--- src/rtl/arb_pkg.sv ---
// Shared types and default sizing for the round-robin ring arbiter.
package arb_pkg;

   typedef enum logic {
      IDLE  = 1'b0,
      GRANT = 1'b1
   } state_t;

   localparam int ARB_N        = 4;
   localparam int ARB_MAX_HOLD = 16;

endpackage

--- src/rtl/rr_priority_pick.sv ---
// Combinational circular priority pick: first set bit of req at or above the ptr position,
// wrapping past bit N-1, returned one-hot plus its binary index.
module rr_priority_pick #(
   parameter int N = 4
) (
   input  logic [N-1:0]         req,
   input  logic [N-1:0]         ptr,
   output logic [N-1:0]         pick,
   output logic [$clog2(N)-1:0] pick_id
);
   localparam int IDW = $clog2(N);
   localparam int W2  = 2 * N;

   logic [W2-1:0] dbl;
   logic [W2-1:0] lowest;

   // Low half keeps only requests at/above ptr; high half is the unmasked wrap-around copy.
   assign dbl    = {req, req & ~(ptr - N'(1))};
   assign lowest = dbl & (~dbl + W2'(1));
   assign pick   = lowest[N-1:0] | lowest[W2-1:N];

   always_comb begin
      pick_id = '0;
      for (int i = 0; i < N; i++) begin
         if (pick[i]) pick_id = IDW'(i);
      end
   end

endmodule

--- src/rtl/rr_ring_arbiter.sv ---
// Round-robin arbiter with a rotating one-hot priority ring, registered one-hot grant,
// bounded ownership (MAX_HOLD cycles) and a mandatory idle cycle between owners.
module rr_ring_arbiter
   import arb_pkg::*;
#(
   parameter int N        = ARB_N,
   parameter int MAX_HOLD = ARB_MAX_HOLD
) (
   input  logic                 clk,
   input  logic                 reset,
   input  logic [N-1:0]         req,
   output logic [N-1:0]         gnt,
   output logic [$clog2(N)-1:0] gnt_id,
   output logic                 busy,
   output logic [N-1:0]         ptr
);
   localparam int IDW = $clog2(N);
   localparam int CW  = $clog2(MAX_HOLD + 1);

   state_t         state, state_nx;
   logic [CW-1:0]  cnt, cnt_nx;
   logic [N-1:0]   gnt_nx, ptr_nx, pick;
   logic [IDW-1:0] gnt_id_nx, pick_id;
   logic           busy_nx;

   rr_priority_pick #(.N(N)) u_pick (
      .req     (req),
      .ptr     (ptr),
      .pick    (pick),
      .pick_id (pick_id)
   );

   always_comb begin
      state_nx  = state;
      cnt_nx    = cnt;
      gnt_nx    = gnt;
      gnt_id_nx = gnt_id;
      busy_nx   = busy;
      ptr_nx    = ptr;
      case (state)
         IDLE: begin
            if (|req) begin
               gnt_nx    = pick;
               gnt_id_nx = pick_id;
               busy_nx   = 1'b1;
               cnt_nx    = '0;
               state_nx  = GRANT;
            end
         end
         GRANT: begin
            // A drop and a hold-limit hit on the same edge fold into one release.
            if (!req[gnt_id] || cnt == CW'(MAX_HOLD - 1)) begin
               gnt_nx    = '0;
               gnt_id_nx = '0;
               busy_nx   = 1'b0;
               ptr_nx    = {gnt[N-2:0], gnt[N-1]};
               state_nx  = IDLE;
            end else if (cnt != CW'(MAX_HOLD)) begin
               cnt_nx = cnt + CW'(1);
            end
         end
         default: state_nx = IDLE;
      endcase
   end

   always_ff @(posedge clk or posedge reset) begin
      if (reset) begin
         state  <= IDLE;
         cnt    <= '0;
         gnt    <= '0;
         gnt_id <= '0;
         busy   <= 1'b0;
         ptr    <= N'(1);
      end else begin
         state  <= state_nx;
         cnt    <= cnt_nx;
         gnt    <= gnt_nx;
         gnt_id <= gnt_id_nx;
         busy   <= busy_nx;
         ptr    <= ptr_nx;
      end
   end

endmodule

--- config.mk ---
export PLATFORM = sky130hd
export DESIGN_NAME = rr_ring_arbiter
export DESIGN_NICKNAME = d
export VERILOG_FILES = /design/src/rtl/arb_pkg.sv /design/src/rtl/rr_priority_pick.sv /design/src/rtl/rr_ring_arbiter.sv
export SDC_FILE = /design/constraint.sdc
export NUM_CORES = 1
export LEC_CHECK = 0
export ABC_AREA = 1
export CAP_MARGIN = 10
export CORE_UTILIZATION = 49
export CTS_BUF_LIST = sky130_fd_sc_hd__clkbuf_8
export CTS_CLUSTER_DIAMETER = 30
export CTS_CLUSTER_SIZE = 40
export DETAILED_ROUTE_END_ITERATION = 10
export PLACE_DENSITY = 0.78
export SYNTH_ARGS = -nofsm -noshare
export SYNTH_HDL_FRONTEND = slang
export SYNTH_SLANG_ARGS = --single-unit
--- constraint.sdc ---
create_clock -name clk -period 1.36 [get_ports clk]
set_clock_uncertainty 0.05 [all_clocks]
set_input_delay 0.272 -clock clk [delete_from_list [all_inputs] [get_ports clk]]
set_output_delay 0.272 -clock clk [all_outputs]
set_load 0.05 [all_outputs]
# Yosys cells after proc, flatten, opt, wreduce, memory -nomap -nowiden
# Cells that the tools add are included.
# W data, S select, Z words.
[classes]
add_sub_neg = 3
multipliers = 0
n_div = 0
magnitude_cmp = 1
n_eq_ne = 6
shifts = 0
mux = 21
bitwise = 6
reduce_logical = 6
[ops]
columns = ["cell", "n"]
rows = [
  ["$mux W5", 3],
  ["$pmux W5 S2", 1],
  ["$add A8 B1 Y8 const B", 1],
  ["$and A8 B8 Y8", 1],
  ["$mux W2", 4],
  ["$mux W4", 2],
  ["$not A8 Y8", 1],
  ["$pmux W4 S2", 1],
  ["$mux W1", 6],
  ["$add A5 B1 Y5 const B", 1],
  ["$eq A5 B4 Y1 const B", 1],
  ["$ne A5 B5 Y1 const B", 1],
  ["$and A4 B4 Y4", 1],
  ["$ne A2 B1 Y1 const B", 2],
  ["$ne A2 B2 Y1 const B", 2],
  ["$not A4 Y4", 1],
  ["$or A4 B4 Y4", 1],
  ["$pmux W1 S2", 2],
  ["$pmux W2 S2", 1],
  ["$reduce_and A2 Y1", 2],
  ["$reduce_or A4 Y1", 1],
  ["$sub A4 B1 Y4 const B", 1],
  ["$lt A2 B3 Y1 const B", 1],
  ["$reduce_and A3 Y1", 1],
  ["other kinds (4)", 4],
]
[word_totals]
register_bits = 17
latchBits = 0
ramBits = 0
rom_bits = 0
in_bits = 6
elab_cells = 49
n_memories = 0

# Depth between registers and ports, before layout
[logic_depth]
ltp_word = 12
mapped_depth = 11
depth_no_buf = 11

# By module
# From an unflattened synthesis, not the netlist that was laid out.
[hier_totals]
cells_unflattened = 143
area_unflattened_um2 = 1043.5
[modules_own_cells]
columns = ["mod", "n_inst", "cells_per_inst", "area_each_um2", "seq_area_each_um2"]
rows = [
  ["rr_ring_arbiter", 1, 106, 863.3, 426.7],
  ["rr_priority_pick", 1, 37, 180.2, 0.0],
]

# Worst setup path after synthesis
# Ideal clock, no wire load.
[synth_path]
kind = "reg2reg"
from = "register ptr[0]"
to = "register gnt_id[0]"
setup_ns = 0.126
arrival_time_ns = 1.584
setup_slack_ns = -0.400
stages_incl_launch_ff = 12
path_cell_list = "dfstp_2 > inv_1 > ha_1 > nand2_1 > nand2_1 > inv_1 > nand2_1 > inv_1 > nand2_1 > nand2_1 > nand2_1 > nand3_1"
[synth_via]
elab_chain_cells = 12
[synth_rtl]
columns = ["element", "line", "text"]
rows = [
  ["start: declaration", "rr_ring_arbiter.sv:15", "output logic [N-1:0] ptr"],
  ["start signal: assignment", "rr_ring_arbiter.sv:80", "ptr <= ptr_nx;"],
  ["$sub A4 B1 Y4 *", "rr_priority_pick.sv:18", "assign dbl = {req, req & ~(ptr - N'(1))};"],
  ["$not A4 Y4 *", "rr_priority_pick.sv:18", ""],
  ["$and A4 B4 Y4 *", "rr_priority_pick.sv:18", ""],
  ["$not A8 Y8", "rr_priority_pick.sv:19", "assign lowest = dbl & (~dbl + W2'(1));"],
  ["$add A8 B1 Y8", "rr_priority_pick.sv:19", ""],
  ["$and A8 B8 Y8 *", "rr_priority_pick.sv:19", ""],
  ["$or A4 B4 Y4 *", "rr_priority_pick.sv:20", "assign pick = lowest[N-1:0] | lowest[W2-1:N];"],
  ["$mux W1", "rr_priority_pick.sv:25", "if (pick[i]) pick_id = IDW'(i);"],
  ["$mux W2", "rr_priority_pick.sv:25", ""],
  ["$mux W2 *", "rr_priority_pick.sv:25", ""],
  ["$mux W2 *", "rr_ring_arbiter.sv:42", "if (|req) begin"],
  ["$pmux W2 S2 *", "rr_ring_arbiter.sv:40", "case (state)"],
  ["end signal: assignment", "rr_ring_arbiter.sv:78", "gnt_id <= gnt_id_nx;"],
  ["end: declaration", "rr_ring_arbiter.sv:13", "output logic [$clog2(N)-1:0] gnt_id,"],
]
# Every way passes the cells marked *; elsewhere a longest branch is shown, timed or not. The select of a mux whose other input is x is not followed.
# A chain may end at the register's enable or synchronous reset.

# Worst setup path after layout
[layout_path]
from = "input port req[1]"
to = "register cnt[3]"
[layout_via]
elab_chain_cells = 6
word_cells_on_any_way = 8
cone_classes = "2 x eq/ne; 2 x mux; 4 x reduce/logical"
[layout_rtl]
columns = ["element", "line", "text"]
rows = [
  ["start: declaration", "rr_ring_arbiter.sv:11", "input logic [N-1:0] req,"],
  ["$bmux W1 S2", "rr_ring_arbiter.sv:52", "if (!req[gnt_id] || cnt == CW'(MAX_HOLD - 1)) begin"],
  ["$mux W1 (not written as such)", "rr_ring_arbiter.sv:52", ""],
  ["$logic_not A1 Y1", "rr_ring_arbiter.sv:52", ""],
  ["$logic_or A1 B1 Y1", "rr_ring_arbiter.sv:52", ""],
  ["$ne A2 B2 Y1 (no source line)", "--", ""],
  ["$reduce_and A3 Y1 (no source line) *", "--", ""],
  ["end signal: assignment", "rr_ring_arbiter.sv:76", "cnt <= cnt_nx;"],
  ["end: declaration", "rr_ring_arbiter.sv:21", "logic [CW-1:0] cnt, cnt_nx;"],
]
# Marked as above.

==> run_results.csv <==
group,metric,value,unit
status,status,"finished with violations",
status,violations,"negative setup slack",
sta,fin_ws,-0.356,ns
setup_path,endpoint_kind,"flip-flop",
cells_and_area,nFillCells,49,
setup_path,cp_max_fo,6,
grt,grt_use_met2,56.2,%
sta,relSlewSlack,73.6,%
die,start_util,51.7,%
routing,drt_iter0_markers,69,
routing,firstDrtPassIters,5,
clock_tree,hold_buffers,0,
clock_tree,ctsHtreeMaxLevel,1,
die,die_area,2240,µm²
setup_path,required,1.45,ns
clock_tree,cts_buffers,3,
setup_path,worstSetupPathType,"in2reg",
grt,top_usage_layer,"met2",
synth,postSynthNetCount,149,
die,die_w,47.3,µm
synth,synth_top_cell_by_area,"dfrtp_1",
die,rows,16,
sta,worstMarginPinSlew,0.395,ns
die,core,1940,µm²
grt,grt_max_degree,18,
cells_and_area,final_cell_mix,"buf_4, nand2_1, nand2_2",
grt,grt_pass1_vias,1138,
placement,portBuffers,16,
cells_and_area,syn2layout_area_growth,84.9,%
grt,grt_util_met3,8.08,%
sta,finalHoldViolCount,0,
grt,grt_first_pass_wirelength,5000,µm
clock_tree,path_clk_slew,0.08,ns
routing,drcViolationCount,0,
routing,ant_nets,0,
pwr,p_leak,0.926,nW
clock_tree,cts_max_path_buffers,2,
sta,fmax,583,MHz
sta,final-max-slew-violation-count,0,
synth,syn_avg_cell_area,7.23,µm²
routing,wl_per_cell,22.3,µm
cells_and_area,final_common_cell,"buf_4",
synth,syn_inst,139,
sta,fin_crit,1.72,ns
grt,antenna_found_initial,0,
synth,synth_top_area_share,39.9,%
sta,setup_violations,18,
routing,wl,4810,µm
clock_tree,cts_root_buffer,"clkbuf_8",
sta,rsz0062_at_grt,"true",
die,die_h,47.3,µm
cells_and_area,nNetsFinal,200,
clock_tree,cts_num_sinks,17,
worst_hold_path,hp-class,"in2async",
sta,period_share,126,%
setup_path,reg2reg_slack,-0.29,ns
grt,overflow,0,
synth,yosysSeqAreaShare,42.5,%
grt,grt_usage,33.1,%
flow_run,maxCapViolCount,0,
cells_and_area,diodes,0,
pwr,ir_worst_vdd,2.34,mV
clock_tree,insertion_delay,0.26,ns
setup_path,arrival,1.80,ns
die,boundaryPins,17,
pwr,power_density,2810,nW/µm²
synth,syn_area,1000,µm²
synth,ys_seq_elements,17,
routing,via_count,1355,
setup_path,worstSetupStartpointType,"primary input",
placement,dp_hpwl,1960,µm
synth,yosysWarnings,0,
routing,drt-vias-per-instance,6.27,
grt,met1_usage,39.2,%
pwr,finalPower,5.22,mW
sta,setup_tns,-4.57,ns
cells_and_area,final_layout_size_suffix_gt1_share,58.2,%
synth,netlist_top_cells_area,"dfrtp_1, nand2_1, inv_1",
synth,yosys.cell_types.count,19,
placement,gp_congestion,0.819,
clock_tree,cts_tree,"built",
report_power, final:
group	internal (mW)	switching [mW]
clock	0.204	0.186
sequential	0.716	0.270
combinational	1.61	2.23
total	2.53	2.69
path summary, 6_finish.rpt:
check | depth (start not counted) | startpoint | end
setup reg to reg | 10 | cnt[0]$_DFFE_PP0P_ | cnt[3]$_DFFE_PP0P_
max in group asynchronous | 3 | reset | ptr[0]$_DFFE_PP1P_
setup / recovery | 10 | req[1] | cnt[3]$_DFFE_PP0P_
hold / removal | 3 | reset | busy$_DFFE_PP0P_
hold reg to reg | 2 | cnt[4]$_DFFE_PP0P_ | cnt[4]$_DFFE_PP0P_
min in group clk | 2 | cnt[4]$_DFFE_PP0P_ | cnt[4]$_DFFE_PP0P_
what timing repair did:
item                       in CTS  in global routing
setup buffers                   4                  3
gates resized for setup        28                 53
cloned                          2                  0
setup endpoints to repair      18                 19
pin swaps                      10                 16
layer usage:
layer | up-vias | part of all wire (%)
met3 | 52 | 8.6
met5 | - | 0
li1 | 551 | -
met4 | 0 | 8.0
met1 | 624 | 36
met2 | 128 | 48
stage by stage:
stage                     worst slack [ns]  instances  instance area, µm²  hold WS, ns  utilization [%]
after detailed placement            -0.345        204                1490        0.473             76.8
after global routing                -0.508        216                1860        0.398             95.7
final                               -0.356        216                1860        0.374             95.7
after CTS                           -0.170        214                1670        0.272             85.8
after global placement              -0.298        204                1490        0.447             76.8
after floorplan                     -0.326        139                1030        0.147                -
state kept, by name, indices dropped and copies added (netlist names):
register  count
gnt           4
gnt_id        2
ptr           4
busy          1
cnt           5
state         1
worst max-delay path, stage by stage:
cell and delay [ns]:
clkdlybuf4s50_1 0.55, inv_2 0.07, a21oi_2 0.11, nand2_1 0.10, nand2_1 0.14, nand2_4 0.10, nand2_8 0.12, nand3_4 0.14
nand2_2 0.12, nand2_2 0.06
cell usage after synthesis:
cell     instances
o21ai_0          5
nand4_1          8
inv_2            3
nor3b_1          1
nor2_1          10
nand2_2          1
nand3_1         12
o21ai_1          4
nand2_1         46
xor2_1           1
a21oi_2          1
dfstp_2          1
nand2_4          1
nand3_2          1
dfrtp_1         16
inv_1           22
buf_6            1
nor3_1           1
ha_1             4
cells by family after synthesis:
| logic type | after synthesis | share of synthesized area (%) |
|---|---|---|
| buffers and inverters | 26 | 10.5 |
| adder cells (fa/ha/maj) | 4 | 4.98 |
| AO/OA/AOI/OAI | 10 | 5.35 |
| XOR/XNOR | 1 | 0.872 |
| flip-flops | 17 | 42.5 |
| AND/OR/NAND/NOR | 81 | 35.9 |
area by class of cell:
| cell class | count | area (µm²) | share of cell area, % |
|---|---|---|---|
| clock inverters | 1 | 5.00 | 0.269 |
| repair buffers | 46 | 526 | 28.3 |
| multi-input cells | 97 | 729 | 39.3 |
| inverters | 25 | 93.8 | 5.05 |
| well taps | 27 | 33.8 | 1.82 |
| flip-flops and latches | 17 | 429 | 23.1 |
| clock buffers | 3 | 41.3 | 2.22 |
No activity file was read; power rests on OpenSTA's default activity.
